## src/rtl/pixel_rgb_pkg.sv

```systemverilog
// Shared definitions for the pixel -> RGB stream mapper.
//   MODE_*      : colour-map mode encoding carried on the 2-bit mode input
//   RGB_*_SLOT  : channel slot inside a packed {r,g,b} word (slot * PIX_W = LSB)
package pixel_rgb_pkg;

    localparam int unsigned MODE_W = 2;

    localparam logic [MODE_W-1:0] MODE_GRAY   = 2'd0;
    localparam logic [MODE_W-1:0] MODE_BINARY = 2'd1;
    localparam logic [MODE_W-1:0] MODE_INVERT = 2'd2;
    localparam logic [MODE_W-1:0] MODE_HEAT   = 2'd3;

    // Packed colour words are {r,g,b}: r in the top slot, b in the bottom slot.
    localparam int unsigned RGB_R_SLOT = 2;
    localparam int unsigned RGB_G_SLOT = 1;
    localparam int unsigned RGB_B_SLOT = 0;

endpackage

```

## src/rtl/pixel_rgb_stream_mapper_if.sv

```systemverilog
// Stream bundle for the pixel -> RGB mapper.
//   in_valid/in_ready/in_pixel/in_sof       : single-channel pixel stream into the mapper
//   out_valid/out_ready/out_r/out_g/out_b   : RGB beat stream out of the mapper
//   out_col/out_row/out_sof/out_eol/out_eof : frame position and framing flags of the beat
// Modports: slave = mapper side, master = source/sink side.
interface pixel_rgb_stream_mapper_if #(
    parameter int unsigned PIX_W = 8,
    parameter int unsigned IMG_W = 10,
    parameter int unsigned IMG_H = 10
);
    localparam int unsigned CW = $clog2(IMG_W);
    localparam int unsigned RW = $clog2(IMG_H);

    logic             in_valid;
    logic             in_ready;
    logic [PIX_W-1:0] in_pixel;
    logic             in_sof;

    logic             out_valid;
    logic             out_ready;
    logic [PIX_W-1:0] out_r;
    logic [PIX_W-1:0] out_g;
    logic [PIX_W-1:0] out_b;
    logic [CW-1:0]    out_col;
    logic [RW-1:0]    out_row;
    logic             out_sof;
    logic             out_eol;
    logic             out_eof;

    modport slave (
        input  in_valid, in_pixel, in_sof, out_ready,
        output in_ready, out_valid, out_r, out_g, out_b,
        output out_col, out_row, out_sof, out_eol, out_eof
    );

    modport master (
        output in_valid, in_pixel, in_sof, out_ready,
        input  in_ready, out_valid, out_r, out_g, out_b,
        input  out_col, out_row, out_sof, out_eol, out_eof
    );

endinterface

```

## src/rtl/pixel_colour_map.sv

```systemverilog
// Combinational colour map: one PIX_W pixel -> packed {r,g,b}.
//   pixel     : input sample
//   mode      : GRAY / BINARY / INVERT / HEAT
//   threshold : BINARY compare level (pixel >= threshold selects fg_rgb)
//   fg_rgb    : BINARY foreground colour {r,g,b}
//   bg_rgb    : BINARY background colour {r,g,b}
//   rgb       : mapped colour {r,g,b}
module pixel_colour_map
    import pixel_rgb_pkg::*;
#(
    parameter int unsigned PIX_W = 8
) (
    input  logic [PIX_W-1:0]   pixel,
    input  logic [MODE_W-1:0]  mode,
    input  logic [PIX_W-1:0]   threshold,
    input  logic [3*PIX_W-1:0] fg_rgb,
    input  logic [3*PIX_W-1:0] bg_rgb,
    output logic [3*PIX_W-1:0] rgb
);

    logic [PIX_W-1:0] r;
    logic [PIX_W-1:0] g;
    logic [PIX_W-1:0] b;
    logic [PIX_W-1:0] two_d;

    always_comb begin
        r   = '0;
        g   = '0;
        b   = '0;
        rgb = '0;
        // 2*(p mod H): below H this is 2p, at/above H it is 2(p-H). Never overflows PIX_W.
        two_d = {pixel[PIX_W-2:0], 1'b0};

        case (mode)
            MODE_GRAY: begin
                r = pixel;
                g = pixel;
                b = pixel;
            end
            MODE_INVERT: begin
                // M - p == bitwise complement for M = 2^PIX_W - 1
                r = ~pixel;
                g = ~pixel;
                b = ~pixel;
            end
            MODE_HEAT: begin
                if (!pixel[PIX_W-1]) begin
                    r = '0;
                    g = two_d;
                    b = ~two_d;
                end else begin
                    r = two_d | PIX_W'(1);
                    g = ~two_d;
                    b = '0;
                end
            end
            default: begin
                r = '0;
                g = '0;
                b = '0;
            end
        endcase

        rgb[RGB_R_SLOT*PIX_W +: PIX_W] = r;
        rgb[RGB_G_SLOT*PIX_W +: PIX_W] = g;
        rgb[RGB_B_SLOT*PIX_W +: PIX_W] = b;

        if (mode == MODE_BINARY) begin
            rgb = (pixel >= threshold) ? fg_rgb : bg_rgb;
        end
    end

endmodule

```

## src/rtl/pixel_rgb_stream_mapper.sv

```systemverilog
// Streaming single-channel pixel -> RGB converter with frame geometry tracking.
//   clk, rst   : clock (rising edge), asynchronous active-high reset
//   stream     : slave side of the pixel/RGB stream bundle (handshake, data, position, flags)
//   mode       : colour-map mode, sampled only at frame start
//   threshold  : BINARY threshold, sampled only at frame start
//   fg_rgb     : BINARY foreground {r,g,b}, sampled only at frame start
//   bg_rgb     : BINARY background {r,g,b}, sampled only at frame start
//   sync_err   : one-cycle pulse, issued with the beat of a pixel whose in_sof disagrees
//                with the tracked position
// Single output register stage; in_ready is combinational so full rate has no bubbles.
module pixel_rgb_stream_mapper
    import pixel_rgb_pkg::*;
#(
    parameter int unsigned PIX_W = 8,
    parameter int unsigned IMG_W = 10,
    parameter int unsigned IMG_H = 10
) (
    input  logic                 clk,
    input  logic                 rst,
    pixel_rgb_stream_mapper_if.slave stream,
    input  logic [MODE_W-1:0]    mode,
    input  logic [PIX_W-1:0]     threshold,
    input  logic [3*PIX_W-1:0]   fg_rgb,
    input  logic [3*PIX_W-1:0]   bg_rgb,
    output logic                 sync_err
);

    localparam int unsigned CW = $clog2(IMG_W);
    localparam int unsigned RW = $clog2(IMG_H);
    localparam logic [CW-1:0] COL_LAST = CW'(IMG_W - 1);
    localparam logic [RW-1:0] ROW_LAST = RW'(IMG_H - 1);

    // Position of the next pixel to be accepted
    logic [CW-1:0] col_q, col_d;
    logic [RW-1:0] row_q, row_d;

    // Per-frame configuration shadow
    logic [MODE_W-1:0]  cfg_mode_q;
    logic [PIX_W-1:0]   cfg_thr_q;
    logic [3*PIX_W-1:0] cfg_fg_q;
    logic [3*PIX_W-1:0] cfg_bg_q;

    // Output register
    logic               out_valid_q;
    logic [3*PIX_W-1:0] out_rgb_q;
    logic [CW-1:0]      out_col_q;
    logic [RW-1:0]      out_row_q;
    logic               out_sof_q;
    logic               out_eol_q;
    logic               out_eof_q;
    logic               sync_err_q;

    logic               accept;
    logic               at_origin;
    logic               frame_start;
    logic               pos_err;
    logic [CW-1:0]      eff_col;
    logic [RW-1:0]      eff_row;
    logic               last_col;
    logic               last_row;
    logic [MODE_W-1:0]  map_mode;
    logic [PIX_W-1:0]   map_thr;
    logic [3*PIX_W-1:0] map_fg;
    logic [3*PIX_W-1:0] map_bg;
    logic [3*PIX_W-1:0] map_rgb;

    assign stream.in_ready = !out_valid_q || stream.out_ready;
    assign accept          = stream.in_valid && stream.in_ready;

    always_comb begin
        at_origin   = (col_q == '0) && (row_q == '0);
        // in_sof anywhere forces this pixel to (0,0); a missing in_sof at (0,0) is still (0,0).
        frame_start = at_origin || stream.in_sof;
        pos_err     = stream.in_sof != at_origin;

        eff_col  = frame_start ? '0 : col_q;
        eff_row  = frame_start ? '0 : row_q;
        last_col = eff_col == COL_LAST;
        last_row = eff_row == ROW_LAST;

        // Continue counting from the effective position, so a resync resumes at column 1.
        col_d = last_col ? '0 : eff_col + CW'(1);
        row_d = eff_row;
        if (last_col) begin
            row_d = last_row ? '0 : eff_row + RW'(1);
        end

        // The frame-start pixel already uses the configuration it captures.
        map_mode = frame_start ? mode      : cfg_mode_q;
        map_thr  = frame_start ? threshold : cfg_thr_q;
        map_fg   = frame_start ? fg_rgb    : cfg_fg_q;
        map_bg   = frame_start ? bg_rgb    : cfg_bg_q;
    end

    pixel_colour_map #(
        .PIX_W (PIX_W)
    ) u_colour_map (
        .pixel     (stream.in_pixel),
        .mode      (map_mode),
        .threshold (map_thr),
        .fg_rgb    (map_fg),
        .bg_rgb    (map_bg),
        .rgb       (map_rgb)
    );

    always_ff @(posedge clk or posedge rst) begin
        if (rst) begin
            col_q      <= '0;
            row_q      <= '0;
            cfg_mode_q <= MODE_GRAY;
            cfg_thr_q  <= '0;
            cfg_fg_q   <= '0;
            cfg_bg_q   <= '0;
        end else if (accept) begin
            col_q <= col_d;
            row_q <= row_d;
            if (frame_start) begin
                cfg_mode_q <= mode;
                cfg_thr_q  <= threshold;
                cfg_fg_q   <= fg_rgb;
                cfg_bg_q   <= bg_rgb;
            end
        end
    end

    always_ff @(posedge clk or posedge rst) begin
        if (rst) begin
            out_valid_q <= 1'b0;
            out_rgb_q   <= '0;
            out_col_q   <= '0;
            out_row_q   <= '0;
            out_sof_q   <= 1'b0;
            out_eol_q   <= 1'b0;
            out_eof_q   <= 1'b0;
            sync_err_q  <= 1'b0;
        end else begin
            sync_err_q <= accept && pos_err;
            if (accept) begin
                out_valid_q <= 1'b1;
                out_rgb_q   <= map_rgb;
                out_col_q   <= eff_col;
                out_row_q   <= eff_row;
                out_sof_q   <= frame_start;
                out_eol_q   <= last_col;
                out_eof_q   <= last_col && last_row;
            end else if (stream.out_ready) begin
                out_valid_q <= 1'b0;
            end
        end
    end

    assign stream.out_valid = out_valid_q;
    assign stream.out_r     = out_rgb_q[RGB_R_SLOT*PIX_W +: PIX_W];
    assign stream.out_g     = out_rgb_q[RGB_G_SLOT*PIX_W +: PIX_W];
    assign stream.out_b     = out_rgb_q[RGB_B_SLOT*PIX_W +: PIX_W];
    assign stream.out_col   = out_col_q;
    assign stream.out_row   = out_row_q;
    assign stream.out_sof   = out_sof_q;
    assign stream.out_eol   = out_eol_q;
    assign stream.out_eof   = out_eof_q;
    assign sync_err         = sync_err_q;

endmodule

```

## src/flat_wrapper.sv

```systemverilog
// flat-port wrapper written by rule: the top's interface ports become plain ports
module pixel_rgb_stream_mapper_flat import pixel_rgb_pkg::*;
#(
    parameter int unsigned PIX_W = 8,
    parameter int unsigned IMG_W = 10,
    parameter int unsigned IMG_H = 10
)
  (clk, rst, mode, threshold, fg_rgb, bg_rgb, sync_err, stream_in_valid, stream_in_pixel, stream_in_sof, stream_out_ready, stream_in_ready, stream_out_valid, stream_out_r, stream_out_g, stream_out_b, stream_out_col, stream_out_row, stream_out_sof, stream_out_eol, stream_out_eof);
  pixel_rgb_stream_mapper_if #(.PIX_W(PIX_W), .IMG_W(IMG_W), .IMG_H(IMG_H)) stream_i ();
  input  logic clk;
  input  logic rst;
  input  logic [MODE_W-1:0] mode;
  input  logic [PIX_W-1:0] threshold;
  input  logic [3*PIX_W-1:0] fg_rgb;
  input  logic [3*PIX_W-1:0] bg_rgb;
  output logic sync_err;
  input wire logic [$bits(stream_i.in_valid)-1:0] stream_in_valid;
  input wire logic [$bits(stream_i.in_pixel)-1:0] stream_in_pixel;
  input wire logic [$bits(stream_i.in_sof)-1:0] stream_in_sof;
  input wire logic [$bits(stream_i.out_ready)-1:0] stream_out_ready;
  output wire logic [$bits(stream_i.in_ready)-1:0] stream_in_ready;
  output wire logic [$bits(stream_i.out_valid)-1:0] stream_out_valid;
  output wire logic [$bits(stream_i.out_r)-1:0] stream_out_r;
  output wire logic [$bits(stream_i.out_g)-1:0] stream_out_g;
  output wire logic [$bits(stream_i.out_b)-1:0] stream_out_b;
  output wire logic [$bits(stream_i.out_col)-1:0] stream_out_col;
  output wire logic [$bits(stream_i.out_row)-1:0] stream_out_row;
  output wire logic [$bits(stream_i.out_sof)-1:0] stream_out_sof;
  output wire logic [$bits(stream_i.out_eol)-1:0] stream_out_eol;
  output wire logic [$bits(stream_i.out_eof)-1:0] stream_out_eof;
  assign stream_i.in_valid = stream_in_valid;
  assign stream_i.in_pixel = stream_in_pixel;
  assign stream_i.in_sof = stream_in_sof;
  assign stream_i.out_ready = stream_out_ready;
  assign stream_in_ready = stream_i.in_ready;
  assign stream_out_valid = stream_i.out_valid;
  assign stream_out_r = stream_i.out_r;
  assign stream_out_g = stream_i.out_g;
  assign stream_out_b = stream_i.out_b;
  assign stream_out_col = stream_i.out_col;
  assign stream_out_row = stream_i.out_row;
  assign stream_out_sof = stream_i.out_sof;
  assign stream_out_eol = stream_i.out_eol;
  assign stream_out_eof = stream_i.out_eof;
  pixel_rgb_stream_mapper #(.PIX_W(PIX_W), .IMG_W(IMG_W), .IMG_H(IMG_H)) u_core (.clk(clk), .rst(rst), .stream(stream_i), .mode(mode), .threshold(threshold), .fg_rgb(fg_rgb), .bg_rgb(bg_rgb), .sync_err(sync_err));
endmodule
```

## config.mk

```make
export PLATFORM = sky130hd
export DESIGN_NAME = pixel_rgb_stream_mapper_flat
export DESIGN_NICKNAME = d
export VERILOG_FILES = /design/src/rtl/pixel_rgb_pkg.sv /design/src/rtl/pixel_rgb_stream_mapper_if.sv /design/src/rtl/pixel_colour_map.sv /design/src/rtl/pixel_rgb_stream_mapper.sv /design/src/flat_wrapper.sv
export SDC_FILE = /design/constraint.sdc
export NUM_CORES = 1
export LEC_CHECK = 0
export BUFFER_PORTS_ARGS = -buffer_cell sky130_fd_sc_hd__buf_2
export CORE_MARGIN = 2
export CORE_UTILIZATION = 35
export DETAILED_ROUTE_END_ITERATION = 8
export GPL_TIMING_DRIVEN = 1
export PLACE_DENSITY = 0.62
export SYNTH_ARGS = -nofsm -noshare
export SYNTH_HDL_FRONTEND = slang
export SYNTH_SLANG_ARGS = --single-unit
```

## constraint.sdc

```tcl
create_clock -name clk -period 3.15 [get_ports clk]
set_input_delay 0.4725 -clock clk [delete_from_list [all_inputs] [get_ports clk]]
set_output_delay 0.4725 -clock clk [all_outputs]
set_load 0.05 [all_outputs]
```

==> metrics.yaml <==
status: "complete, no violations"
place_area_um2: 6750
syn_inst: 606
clock_path_buffers: 2
switching_share: 0.399
synth_xor_area_frac: 0.00147
yosysSeqAreaShare: 0.434
synth_mux_area_frac: 0.195
ys_seq_elements: 103
worstSetupStartpointType: "register"
synthAdderAreaFrac: 0.0484
ant_nets: 0
rows: 47
synth_top_family_by_area: "multiplexers"
grt_first_pass_wirelength_mm: 24.9
fill_cells: 1702
drtIter0Drc: 308
grt_usage: 0.175
synth_area_leaders: "dfrtp_1, mux2i_1, mux2_2, nand2_1, ha_1"
critPathArrivalTime_ps: 3280
setup_viol: 0
critical_path.max_fanout: 11
clk_pin_slew_ps: 70
synth_edf_count: 0
criticalPathCategory: "reg -> reg"
die_height_um: 134
power_density_nw_per_um2: 707
totalWireLength_mm: 15.5
grt_max_degree: 72
yosysMostFrequentCell: "dfrtp_1"
pwr-share-clk: 0.220
pin_count: 109
final_max_slew_viol_count: 0
period_share: 0.961
synth-compound-area-share: 0.119
die_x_um: 134
root_buffer: "clkbuf_16"
switchingPower_uw: 2010
start_util: 0.358
fin_cells: 931
hold_class: "in -> async"
max-vdd-ir-drop_mv: 0.322
synth_cell_type_count: 42
syn-cell-area_um2: 5940
postLayoutCellArea_um2: 7120
rr_endpoint: "u_core.out_rgb_q[0]"
cts_buffers: 9
port_buffers: 108
syn_area_per_cell_um2: 9.81
antenna_found_initial: 0
cp-end-kind: "register"
synth_common_cells: "dfrtp_1, nand2_1, mux2i_1"
core-area_um2: 16600
cts_hold_buf: 0
ff2ff_setup_slack_ps: 120
hold_viol_final: 0
dieArea_um2: 18000
max_freq_ghz: 0.330
vias: 4883
first_pass_iters: 4
vias_per_cell: 5.24
fin_worst_skew_ps: 7.64
wl_per_cell_um: 16.6
power_uw: 5040
p_int_uw: 3030
pwr-share-comb: 0.400
r2r-start: "u_core.row_q[1]"
synthesis.nets: 700
diodes: 0
yosysWarnings: 0
seqPwrFrac: 0.380
grt_pass1_vias: 4737
layout-drive-gt1-share: 0.286
reg2regPathDepth: 11
multi_input_area_um2: 3130
rsz0062_at_grt: "yes"
hpwlAfterDp_mm: 11.1
cts_tree: "yes"
regArea_um2: 2580
insertion_delay_ps: 360
synth_flop_cell: "dfrtp_1"
worst_ep_required_time_ps: 3400
nets: 800
overflow: 0
tightest_slew_ps: 832
max_slew_margin: 0.446
synth_simple_gate_area_share: 0.154
synth_top_area_cell: "dfrtp_1"
maxCapViolCount: 0
synth_top_cell_area_share: 0.434
p_leak_uw: 0.00318
ys_async_sr_fraction: 1.00
finalWeightedCongestion: 0.873
syn2layout_area_growth_pct: 19.8
drc: 0
cts_num_sinks: 103
ctsHtreeMaxLevel: 3
dp.cells: 910
min_period_ps: 3030
## routing by layer
| layer | share of wire | GRT usage | up-vias |
|---|---|---|---|
| li1 | - | - | 2411 |
| met1 | 0.46 | 0.238 | 2336 |
| met2 | 0.48 | 0.284 | 125 |
| met3 | 0.056 | 0.0310 | 11 |
| met4 | 0.011 | 0.0550 | 0 |
| met5 | 0 | 0 | - |
## per-stage QoR
| step | TNS, ps | util | setup WS (ps) | hold WS, ps |
|---|---|---|---|---|
| floorplan | -24.2 | - | -18.4 | 450 |
| global placement | 0 | 0.407 | 160 | 457 |
| detailed placement | 0 | 0.407 | 72.7 | 464 |
| CTS | 0 | 0.425 | 55.0 | 243 |
| global route | -6.01 | 0.429 | -6.01 | 255 |
| finish | 0 | 0.429 | 123 | 218 |
## flip-flops by register name, indices dropped and copies added (netlist names)
register / count
u_core.cfg_bg_q: 24
u_core.cfg_fg_q: 24
u_core.out_rgb_q: 24
u_core.cfg_thr_q: 8
u_core.col_q: 4
u_core.row_q: 4
u_core.stream.out_col: 4
u_core.stream.out_row: 4
u_core.cfg_mode_q: 2
u_core.stream.out_eof: 1
u_core.stream.out_eol: 1
u_core.stream.out_sof: 1
u_core.stream.out_valid: 1
u_core.sync_err: 1
## layout make-up
class                      instances  area share
clock buffer                      12      0.0374
clock inverter                     4     0.00404
tap                              220      0.0387
sequential                       103       0.362
timing repair buffer             134       0.110
multi-input combinational        443       0.440
inverter                          15     0.00843
## power groups by stage
stage / Sequential [uW] / Clock (uW) / Combinational, uW
floorplan: 2300 / 0 / 1080
global placement: 1930 / 0 / 1950
detailed placement: 1940 / 0 / 1970
CTS: 1910 / 1140 / 1970
global route: 1960 / 1180 / 2190
finish: 1910 / 1110 / 2010
## cell families (layout without fill, tap and decap cells)
kind of cell    count (synthesis)  after routing
fa+ha+maj                      23             23
buf+inv                        60            165
xor+xnor                        1              1
mux                           109            109
compound gates                118            118
flops                         103            103
simple gates                  192            192
## how the worst max path moves through the flow
stage                    startpoint                   to  cells after the start
global route        u_core.row_q[1]  u_core.out_rgb_q[0]                     11
finish              u_core.row_q[1]  u_core.out_rgb_q[0]                     11
CTS                 u_core.col_q[0]  u_core.out_rgb_q[0]                     11
floorplan           u_core.col_q[0]  u_core.out_rgb_q[0]                     15
global placement    u_core.col_q[0]  u_core.out_rgb_q[0]                     11
detailed placement  u_core.col_q[0]  u_core.out_rgb_q[0]                     11
## timing repair
action | in CTS | in global routing
resized for setup | 0 | 7
endpoints found under the setup margin | 0 | 24
setup buffers | 0 | 4
## layout by cell type, fill, tap and decap left out, types with 4 or more instances in the layout
cell,count
buf_2,109
dfrtp_1,103
nand2_1,93
mux2i_1,55
a21oi_1,51
mux2_2,42
nand3_1,31
or4_1,24
nor3_1,24
ha_1,22
o22ai_1,21
buf_4,19
o21ai_0,17
inv_1,12
mux2_1,9
clkbuf_16,9
o31ai_1,7
o21ai_1,6
nor2_1,5
a21o_1,4
## critical path, cell delays in order (launching register included)
cell     delay (ps)
dfrtp_1         410
nor4_1          270
nand2_1         150
ha_4            250
mux2i_4         200
ha_1            290
and3_1          210
a221o_1         360
a41oi_4         290
buf_6           190
nor4_1           60
a211o_1         230
(Power assumes the default switching activity.)
